===== config.mk =====
export PLATFORM = sky130hd
export DESIGN_NAME = instream_block_reader
export DESIGN_NICKNAME = d
export VERILOG_FILES = /design/src/rtl/stream_skid_buffer.sv /design/src/rtl/instream_block_reader.sv
export SDC_FILE = /design/constraint.sdc
export NUM_CORES = 1
export LEC_CHECK = 0
export ABC_AREA = 0
export CORE_MARGIN = 8
export CORE_UTILIZATION = 57
export DETAILED_ROUTE_END_ITERATION = 12
export PLACE_DENSITY_LB_ADDON = 0.25
export REMOVE_ABC_BUFFERS = 1
export SYNTH_ARGS = -nofsm -noshare
export SYNTH_HDL_FRONTEND = slang
export SYNTH_SLANG_ARGS = --single-unit

===== constraint.sdc =====
create_clock -name CLK -period 4.65 [get_ports CLK]
set_input_delay 0.93 -clock CLK [delete_from_list [all_inputs] [get_ports CLK]]
set_output_delay 0.93 -clock CLK [all_outputs]
set_load 0.01 [all_outputs]

===== src/rtl/stream_skid_buffer.sv =====
// Two-entry fall-through stream buffer: an arriving word is shown at once when empty, else queued behind the head.
// Latency 0 (write to read when empty); wr_ready stays high while a slot is free or the head is being taken.
module stream_skid_buffer #(
  parameter int W_D = 32
) (
  input  logic           CLK,
  input  logic           RST,
  input  logic           wr_valid,
  input  logic [W_D-1:0] wr_data,
  output logic           wr_ready,
  output logic           rd_valid,
  output logic [W_D-1:0] rd_data,
  input  logic           rd_ready,
  output logic [1:0]     count
);

  logic [W_D-1:0] head;
  logic [W_D-1:0] tail;
  logic           pop_buf;
  logic           store;

  assign rd_valid = (count != 2'd0) || wr_valid;
  assign rd_data  = (count == 2'd0) ? wr_data : head;
  assign wr_ready = (count != 2'd2) || rd_ready;
  assign pop_buf  = rd_ready && (count != 2'd0);
  // A word arriving at an empty buffer and taken the same cycle never needs a slot.
  assign store    = wr_valid && wr_ready && !((count == 2'd0) && rd_ready);

  always_ff @(posedge CLK) begin
    if (RST) begin
      count <= 2'd0;
      head  <= '0;
      tail  <= '0;
    end else begin
      case ({store, pop_buf})
        2'b10: begin
          if (count == 2'd0) head <= wr_data;
          else               tail <= wr_data;
          count <= count + 2'd1;
        end
        2'b01: begin
          head  <= tail;
          count <= count - 2'd1;
        end
        2'b11: begin
          if (count == 2'd1) begin
            head <= wr_data;
          end else begin
            head <= tail;
            tail <= wr_data;
          end
        end
        default: ;
      endcase
    end
  end

endmodule


===== src/rtl/instream_block_reader.sv =====
// Reads one block of block_len words from a CoramInStream port and streams them to the core with out_last/done.
// First word two cycles after start, then one per cycle; out_ready may stall any cycle, reads pause, nothing lost.
module instream_block_reader #(
  parameter int W_D   = 32,
  parameter int W_LEN = 32
) (
  input  logic             CLK,
  input  logic             RST,
  input  logic             start,
  input  logic [W_LEN-1:0] block_len,
  output logic             busy,
  output logic             done,
  input  logic [W_D-1:0]   fifo_q,
  input  logic             fifo_empty,
  output logic             fifo_deq,
  output logic [W_D-1:0]   out_data,
  output logic             out_valid,
  input  logic             out_ready,
  output logic             out_last
);

  typedef enum logic [1:0] {IDLE, RUN, FIN} state_t;

  state_t           state;
  state_t           state_nxt;
  logic [W_LEN-1:0] len;
  logic [W_LEN-1:0] issued;
  logic [W_LEN-1:0] delivered;
  logic             in_flight;
  logic [1:0]       buf_count;
  logic             buf_wr_ready;
  logic             accept;
  logic             last_word;
  logic             room;

  stream_skid_buffer #(.W_D(W_D)) u_buf (
    .CLK      (CLK),
    .RST      (RST),
    .wr_valid (in_flight),
    .wr_data  (fifo_q),
    .wr_ready (buf_wr_ready),
    .rd_valid (out_valid),
    .rd_data  (out_data),
    .rd_ready (out_ready),
    .count    (buf_count)
  );

  assign accept    = out_valid && out_ready;
  assign last_word = (delivered == len - W_LEN'(1));
  assign out_last  = out_valid && last_word;

  // A landing read already holds one of the two slots.
  assign room     = in_flight ? ((buf_count == 2'd0) || accept) : buf_wr_ready;
  assign fifo_deq = (state == RUN) && !fifo_empty && (issued < len) && room;

  always_ff @(posedge CLK) begin
    if (RST) state <= IDLE;
    else     state <= state_nxt;
  end

  always_comb begin
    state_nxt = state;
    busy      = 1'b0;
    done      = 1'b0;
    case (state)
      IDLE: begin
        if (start) state_nxt = (block_len == '0) ? FIN : RUN;
      end
      RUN: begin
        busy = 1'b1;
        if (accept && last_word) state_nxt = FIN;
      end
      FIN: begin
        busy      = 1'b1;
        done      = 1'b1;
        state_nxt = IDLE;
      end
      default: state_nxt = IDLE;
    endcase
  end

  always_ff @(posedge CLK) begin
    if (RST) begin
      len       <= '0;
      issued    <= '0;
      delivered <= '0;
      in_flight <= 1'b0;
    end else begin
      in_flight <= fifo_deq;
      if ((state == IDLE) && start) begin
        len       <= block_len;
        issued    <= '0;
        delivered <= '0;
      end else begin
        if (fifo_deq) issued    <= issued + W_LEN'(1);
        if (accept)   delivered <= delivered + W_LEN'(1);
      end
    end
  end

endmodule


==> summary.md <==
| Metric | Value |
|---|---|
| Net total in the final layout | `1447` |
| Tot GR Track Use | `25.47%` |
| CTS tree | `yes` |
| Die Height | `146.2 um` |
| Clock slew at reported path FFs | `0.06 ns` |
| Root Buffer | `clkbuf_16` |
| CTS Buf Count | `17` |
| Synth Cell Area | `0.009663 mm2` |
| Fin crit period | `4.480 ns` |
| Worst slack, placed | `0.1740 ns` |
| Synth warn | `0` |
| Synth Flop Type | `dfxtp_1` |
| Ys async rst share | `0%` |
| Synth area leaders | `dfxtp_1, a21oi_1, nand2_1` |
| Relative slew slack | `24.47%` |
| Final TNS setup | `0 ns` |
| Area leader, netlist | `dfxtp_1` |
| Initial Util | `58.27%` |
| Worst Setup Path Type | `register to output port` |
| Clock tree sinks | `165` |
| Final setup violation count | `0` |
| Buf/Inv on CP | `2` |
| Logic pwr share | `36.0%` |
| Pint | `0.003239 W` |
| Post-Syn Instances | `1253` |
| CP peak stage delay | `0.59 ns` |
| Number of global-route vias before repair | `9125` |
| Period utilization | `96.35%` |
| Core Util, Final | `70.09%` |
| Drt pass-1 iters | `5` |
| HPWL after DPL | `19600 um` |
| CP endpoint kind | `output port` |
| DRC errors left | `0` |
| Sequential Power Share | `32.8%` |
| Final hold vios | `0` |
| Placed insts | `1532` |
| Clk_skew | `0.008222 ns` |
| I/O Pins | `106` |
| Via count | `9445` |
| Critical path's slowest cell | `or4_4` |
| DRT antenna net count | `0` |
| CTS Buffer Depth | `2` |
| Die Area | `0.02137 mm2` |
| Worst path required time | `3.72 ns` |
| Syn_area_per_cell | `7.712 um2` |
| Max Slew Vio Count | `0` |
| H-tree Lvls | `4` |
| Commonest non-fill, non-tap cell in the layout | `nand2_1` |
| Seq cells post-synth | `165` |
| Max cap viols | `0` |
| Grt total ovfl | `0` |
| Gpl congestion | `0.9014` |
| Largest net degree at the start of global routing | `71` |
| Number of flops mapped to enable cells by yosys | `0` |
| Clk pwr share | `31.2%` |
| Worst setup SP type | `register` |
| Leak Pwr | `4.338 nW` |
| Sw Share | `33.99%` |
| Initial antenna violation count | `0` |
| Worst-Skew Late Latency | `0.43 ns` |
| # rows | `47` |
| Layout cells sized above 1 | `9.199%` |
| Max Clk Rate | `223.2 MHz` |
| Seq/Total Area, Yosys | `34.18%` |
| CP arrival | `3.55 ns` |
| NetSw | `0.001668 W` |
| Via density | `6.024` |
| CP Max Fanout | `5` |
| Iter 0 DRT Violations | `703` |
| DR WL/cell | `17.75 um` |
| Port buffer count | `105` |
| Area Growth Syn to Fin | `20.29%` |
| CTS Hold Buffers Added | `0` |
| Final cell count without fillers | `1568` |
| Die width | `146.2 um` |
| Peak supply drop | `0.0003026 V` |
| Antenna cell count | `0` |
| Commonest cells after routing, fill and taps aside | `nand2_1, dfxtp_1, a21oi_1` |
| Top cell type's share of synthesized area | `34.18%` |
| Worst-margin pin slew | `1.133 ns` |
| Power Density | `422.1 mW/mm2` |
| CP top delay family | `simple AND/OR/NAND/NOR gates` |
| Fillers | `1362` |
| Critical path cell sequence | `or4_4 > nor4_4 > buf_4 > nand3_1 > mux2i_2 > nor4_2 > nand2_1 > or4_1 > nor4b_2 > buf_2` |
| Yosys cell types | `63` |
| Final critical-path setup slack | `0.1699 ns` |
| Worst hold path type | `register to register` |
| Global-route wire length before repair | `45020 um` |
| Core area | `0.01658 mm2` |
| Status | `finished clean` |
| Total wire length | `27830 um` |
==> kinds of logic after synthesis <==
kind of cell    synth area share, %
fa+ha+maj                     5.568
compound gates                17.09
xor+xnor                      6.254
flops                         34.18
mux                           4.454
buf+inv                       5.102
simple gates                  27.35
==> registers in the layout (all words and copies together) (netlist names) <==
register     flops
delivered       32
u_buf.head      32
len             32
state            2
issued          32
u_buf.tail      32
u_buf.count      2
in_flight        1
==> power groups by stage <==
stage	Clock (W)	Combinational, W	Sequential, W
after floorplan	0	0.00107	0.00162
after global placement	0	0.00172	0.00163
after detailed placement	0	0.00173	0.00164
after CTS	0.00155	0.00175	0.00161
after global routing	0.00160	0.00193	0.00162
final	0.00153	0.00177	0.00161
==> synthesized netlist by cell type (all sizes together) (5+ instances only) <==
master / n
nand2: 180
dfxtp: 165
a21oi: 138
nor2: 136
clkbuf: 67
inv: 54
ha: 43
xnor2: 43
nor3: 42
a221oi: 34
mux2: 32
nand3: 30
nand4: 28
o21ai: 28
xor2: 26
nor4: 23
or3: 20
and3: 15
a21o: 14
and4: 14
and2: 11
nand2b: 10
or4: 8
a211oi: 7
a31o: 7
buf: 7
mux2i: 7
nor4b: 6
o21a: 6
a2111oi: 5
nor2b: 5
nor3b: 5
==> layout make-up <==
type,instances,area (um2),share of cell area [%]
timing repair buffer,137,1284,11.04
multi-input combinational,959,5919,50.93
clock buffer,18,439.2,3.778
inverter,55,206.4,1.776
clock inverter,14,196.4,1.690
sequential,165,3303,28.42
tap,220,275.3,2.368
==> through the flow <==
step | hold slack [ns] | area (um2) | power, W
after floorplan | 0.4301 | 9376 | 0.002690
after CTS | 0.4562 | 11580 | 0.004898
after global routing | 0.4761 | 11620 | 0.005150
after global placement | 0.4412 | 10940 | 0.003347
after detailed placement | 0.4472 | 10940 | 0.003367
final | 0.4573 | 11620 | 0.004907
==> worst min-delay path: stages, from the launching register on <==
cell	delay, ns
dfxtp_1	0.31
nand2_1	0.05
a21oi_1	0.05
==> metal layers <==
| metal | track usage (%) | routed length [um] |
|---|---|---|
| met4 | 9.737 | 672 |
| met5 | 0 | 0 |
| met1 | 29.91 | 11680 |
| met3 | 5.717 | 1841 |
| met2 | 44.33 | 13630 |
==> final timing paths <==
path,cells after the start,slack [ns],endpoint,start
setup / recovery,10,0.17,out_last,len[10]$_SDFFE_PP0P_
setup reg to reg,12,1.04,delivered[30]$_SDFFE_PP0P_,u_buf.count[0]$_SDFFE_PP0P_
hold / removal,2,0.46,u_buf.tail[12]$_SDFFE_PP0P_,u_buf.tail[12]$_SDFFE_PP0P_
hold reg to reg,2,0.46,u_buf.tail[12]$_SDFFE_PP0P_,u_buf.tail[12]$_SDFFE_PP0P_
==> repair_timing <==
item                                    in CTS  in global routing
buffers inserted                             1                  3
resized for setup                            3                  6
endpoints found under the setup margin       1                  1
pin swaps                                    1                  3
gates cloned                                 0                  0
Power figures use the tool's default switching activity.
